## config.mk

```make
export PLATFORM = sky130hd
export DESIGN_NAME = acc_i8v4_i16v4
export DESIGN_NICKNAME = d
export VERILOG_FILES = /design/src/rtl/acc_i8v4_i16v4.sv
export SDC_FILE = /design/constraint.sdc
export NUM_CORES = 1
export LEC_CHECK = 0
export CAP_MARGIN = 5
export CORE_MARGIN = 2
export CORE_UTILIZATION = 64
export DETAILED_ROUTE_END_ITERATION = 10
export DONT_BUFFER_PORTS = 1
export HOLD_SLACK_MARGIN = 0.05
export PLACE_DENSITY = 0.81
export SYNTH_ARGS = -nofsm -noshare
export SYNTH_HDL_FRONTEND = slang
export SYNTH_SLANG_ARGS = --single-unit
```

## constraint.sdc

```tcl
create_clock -name clock -period 4.1 [get_ports clock]
set_input_delay 1.025 -clock clock [delete_from_list [all_inputs] [get_ports clock]]
set_output_delay 1.025 -clock clock [all_outputs]
set_load 0.01 [all_outputs]
```

## src/rtl/acc_i8v4_i16v4.sv

```systemverilog
// rtl/acc_i8v4_i16v4.sv - 4-lane signed accumulator over COUNT beats with valid/ready output
module acc_i8v4_i16v4 #(
    parameter int LANE_W = 8,
    parameter int ACC_W  = 16,
    parameter int COUNT  = 4,
    parameter int CNT_W  = 8
) (
    input  logic                     clock,
    input  logic                     reset,
    input  logic                     in_valid,
    output logic                     in_ready,
    input  logic signed [LANE_W-1:0] a_0,
    input  logic signed [LANE_W-1:0] a_1,
    input  logic signed [LANE_W-1:0] a_2,
    input  logic signed [LANE_W-1:0] a_3,
    output logic                     out_valid,
    input  logic                     out_ready,
    output logic signed [ACC_W-1:0]  y_0,
    output logic signed [ACC_W-1:0]  y_1,
    output logic signed [ACC_W-1:0]  y_2,
    output logic signed [ACC_W-1:0]  y_3
);

    typedef enum logic {ACCUM = 1'b0, HOLD = 1'b1} state_t;

    state_t                  state;
    state_t                  state_next;
    logic [CNT_W-1:0]        cnt;
    logic signed [ACC_W-1:0] acc [4];
    logic signed [ACC_W-1:0] sum [4];
    logic signed [LANE_W-1:0] lane [4];
    logic                    accept;
    logic                    last_beat;

    assign lane[0] = a_0;
    assign lane[1] = a_1;
    assign lane[2] = a_2;
    assign lane[3] = a_3;

    assign in_ready  = (state == ACCUM);
    assign out_valid = (state == HOLD);
    assign accept    = in_valid & in_ready;
    assign last_beat = (cnt == CNT_W'(COUNT - 1));

    // Size cast of a signed lane sign-extends; addition wraps modulo 2^ACC_W.
    always_comb begin
        for (int i = 0; i < 4; i++) begin
            sum[i] = acc[i] + ACC_W'(lane[i]);
        end
    end

    always_comb begin
        state_next = state;
        case (state)
            ACCUM: if (accept && last_beat) state_next = HOLD;
            HOLD:  if (out_ready)           state_next = ACCUM;
            default: state_next = ACCUM;
        endcase
    end

    always_ff @(posedge clock) begin
        if (reset) begin
            state <= ACCUM;
        end else begin
            state <= state_next;
        end
    end

    always_ff @(posedge clock) begin
        if (reset) begin
            cnt <= '0;
            for (int i = 0; i < 4; i++) acc[i] <= '0;
            y_0 <= '0;
            y_1 <= '0;
            y_2 <= '0;
            y_3 <= '0;
        end else if (accept) begin
            if (last_beat) begin
                cnt <= '0;
                for (int i = 0; i < 4; i++) acc[i] <= '0;
                y_0 <= sum[0];
                y_1 <= sum[1];
                y_2 <= sum[2];
                y_3 <= sum[3];
            end else begin
                cnt <= cnt + 1'b1;
                for (int i = 0; i < 4; i++) acc[i] <= sum[i];
            end
        end
    end

endmodule
```

# Word level (Yosys, flattened, before mapping)
# Memories as Yosys holds them, arrays and structs flattened.
# Cells that the tools add are included.
# totals
out_inout_bits	66
in_bits	36
ramBits	64
memories	1
ff_bits	73
# mem_list
memory	words	width	read_ports	rd_ports_with_merged_regs	wr	line	source
acc	4	16	4	0	4	29	logic signed [ACC_W-1:0] acc [4];
# classes
reduce_logical	2
mux	22
add_sub_neg	5
bitwise_logic	10
eq_ne	1
# ops
op	count
$mux 16	8
$add 16x8->16	4
$mux 1	12
$add 8x1->8 const B	1
$eq 8x2->1 const B	1
$mux 8	1
$or 1x1->1	8
$pmux 1 s2	1
$reduce_and 2->1	1
$and 1x1->1	1
$logic_and 1x1->1	1
$not 1->1	1

# Depth between registers and ports, before layout
# depth
depth_word	7
ltp_mapped	10
mapped_depth_nobuf	9

# Least setup slack after synthesis
# No wires, ideal clock.
# synth_timing
path_type	input to register
start	input a_3[0]
end	memory acc[3][10] (data pin)
setup_ns	0.256
cell_stages	8
t_arrival_ns	2.978
path_buffers	0
setup_slack_ns	0.866
path_cell_list	ha_1 -> fa_1 -> a211oi_1 -> o21bai_2 -> a21oi_2 -> a221oi_2 -> or3_2 -> and3_2
# synth_lines
item	line	source
start, declared	15	input logic signed [LANE_W-1:0] a_3,
end, declared	29	

==> impl_metrics.py <==
metrics = {
    "run_status": {
        "outcome": "complete, no violations",
    },
    "die": {
        "io_pins": 102,
        "die_h_um": 113.8,
        "rows": 40,
        "die_x_um": 113.8,
        "die_area_um2": 12940,
        "start_util_pct": 65.00,
        "core_area_um2": 11860,
    },
    "yosys": {
        "netlist_area_um2": 7710,
        "synth_nets": 948,
        "postSynthAreaPerCell_um2": 9.103,
        "ys_seq_elements": 137,
        "synth_common_cells": "101 x nor2_1, 96 x nand2_1, 89 x a21oi_1, 89 x dfxtp_1, 61 x ha_1",
        "synth_top_area_share_pct": 23.11,
        "async_reset_ff_share_pct": 0,
        "seq_area_frac_synth_pct": 41.80,
        "ys.flop_type": "dfxtp_1",
        "yosysMostFrequentCell": "nor2_1",
        "ys_types": 65,
        "synth_edf_count": 48,
        "ys.warnings.count": 0,
        "syn-instance-count": 847,
        "synth_top_area_cell": "dfxtp_1",
        "synth_area_leaders": "dfxtp_1 23%, edfxtp_1 19%, ha_1 9.9%",
    },
    "clock_network": {
        "path_clk_slew_ns": 0.05,
        "cts_tree": "yes",
        "ctsHoldBuffers": 0,
        "cts.sinks": 137,
        "cts_made_buffers": 17,
        "clockBufferDepth": 2,
        "ctsResizeCount": 0,
        "root_buffer": "clkbuf_16",
        "htreeDepth": 4,
        "worstSkewPairLatency_ns": 0.43,
        "post_cts_buffers": 0,
    },
    "final_layout": {
        "fin_util_pct": 70.52,
        "layout.nets": 935,
        "multi_input_area_um2": 4292,
        "nFillCells": 922,
        "register_area_um2": 3223,
        "syn2layout_area_growth_pct": 8.487,
        "drive_above_1_share_pct": 6.848,
        "antenna_cells": 0,
    },
    "sta": {
        "fin_crit_sh_pct": 74.35,
        "tns_ns": 0,
        "finalMaxSlewViolations": 0,
        "skew_ns": 0.005626,
        "rsz0062_at_grt": "no",
        "slew_headroom_pct": 41.45,
        "tightest_slew_ns": 0.8751,
        "max_freq_mhz": 328.1,
        "final.min_clock_period_ns": 3.048,
        "hold_viol_final": 0,
        "finalSetupViolCount": 0,
    },
    "grt": {
        "antenna_found_initial": 0,
        "met1_usage_pct": 37.20,
        "grt_usage_pct": 28.26,
        "grt_max_degree": 76,
        "grt_pass1_wl_mm": 29.15,
        "grtUsageMet3_pct": 6.164,
        "grt_busiest_layer": "met2",
        "first_global_vias": 6069,
        "gr-total-overflow": 0,
        "met2_usage_pct": 46.07,
    },
    "job": {
        "cap_violations": 0,
    },
    "drt": {
        "finalWirelength_mm": 17.73,
        "drt_iter0_markers": 437,
        "viasPerCell": 6.177,
        "first_pass_iters": 6,
        "wire_per_inst_um": 17.84,
        "ant_nets": 0,
        "drc": 0,
        "num_vias": 6140,
    },
    "setup_path": {
        "worstSetupEndpointType": "register",
        "critPathKind": "in -> reg",
        "crit_fanout": 4,
        "critPathLaunchType": "input pin",
        "cp.required_ns": 4.28,
        "cp.arrival_ns": 3.23,
    },
    "power": {
        "worst_ir_drop_vdd_uv": 287.4,
        "p_leak_nw": 3.387,
        "p_per_area_nw_per_um2": 470.5,
    },
    "placed_design": {
        "place_congestion": 0.9082,
        "port_buffers": 0,
        "dp_hpwl_mm": 12.11,
    },
    "hold_path": {
        "min_path_type": "reg -> reg",
    },
}
## per-layer routing
layer	vias up	part of all wire, %
met5	-	0
met1	2922	44
met2	183	48
li1	3007	-
met3	28	5.8
met4	0	1.7
## kinds of logic after synthesis
logic type	Yosys count	share of synthesized area, %
buf+inv	53	2.743
simple gates	295	17.84
xor+xnor	62	7.043
compound gates	229	18.86
flops	137	41.80
fa+ha+maj	65	10.94
mux	6	0.7790
## critical path, stage by stage
cell	delay, ns
ha_1	0.23
fa_1	0.44
a211oi_1	0.36
o21bai_2	0.12
a21oi_2	0.29
a221oi_2	0.13
or3_2	0.43
and3_2	0.20
## worst paths after layout
path	startpoint	to	slack (ns)	depth (start not counted)
setup / recovery	a_3[0]	acc[3][10]$_SDFFCE_PN0P_	1.05	8
hold / removal	acc[2][13]$_SDFFE_PP0P_	acc[2][13]$_SDFFE_PP0P_	0.47	2
setup reg to reg	acc[3][0]$_SDFFCE_PN0P_	acc[3][10]$_SDFFCE_PN0P_	1.26	8
hold reg to reg	acc[2][13]$_SDFFE_PP0P_	acc[2][13]$_SDFFE_PP0P_	0.47	2
## cells in the final DEF, fill, tap and decap left out, drive strengths merged, types with 15 or more instances in the layout
cell / n
xnor2: 32
xor2: 30
clkbuf: 24
a21o: 21
o21ai: 50
a211oi: 21
nand2: 96
dfxtp: 89
nor2: 101
and2: 17
a21oi: 90
inv: 15
ha: 61
edfxtp: 48
## flip-flops by register name (all words and copies together), names as in the netlist
name	cells
acc	64
y_3	16
y_0	16
y_1	16
out_valid	1
cnt	8
y_2	16
## metrics by stage
step / cell area (µm²) / total power, mW / std cells / setup slack, ns / hold slack [ns]
floorplan: 7710 / 2.314 / 847 / 0.8663 / 0.4291
global placement: 7800 / 2.454 / 962 / 0.7459 / 0.4439
detailed placement: 7800 / 2.487 / 962 / 0.7161 / 0.4591
CTS: 8364 / 3.932 / 994 / 1.100 / 0.4744
global route: 8364 / 4.120 / 994 / 0.9407 / 0.5016
finish: 8364 / 3.935 / 994 / 1.052 / 0.4725
## layout make-up
type                    count  share of cell area [%]
clock buffers              24                   6.268
clock inverters             8                  0.4787
inverters                  15                  0.6731
multi-input cells         657                   51.31
flip-flops and latches    137                   38.53
well taps                 147                   2.199
repair buffers              6                  0.5385
## power breakdown
group	internal (mW)	switching, mW
clock	0.884	0.566
combinational	0.376	0.548
sequential	1.51	0.0483
total	2.77	1.16
(Power assumes the default switching activity.)
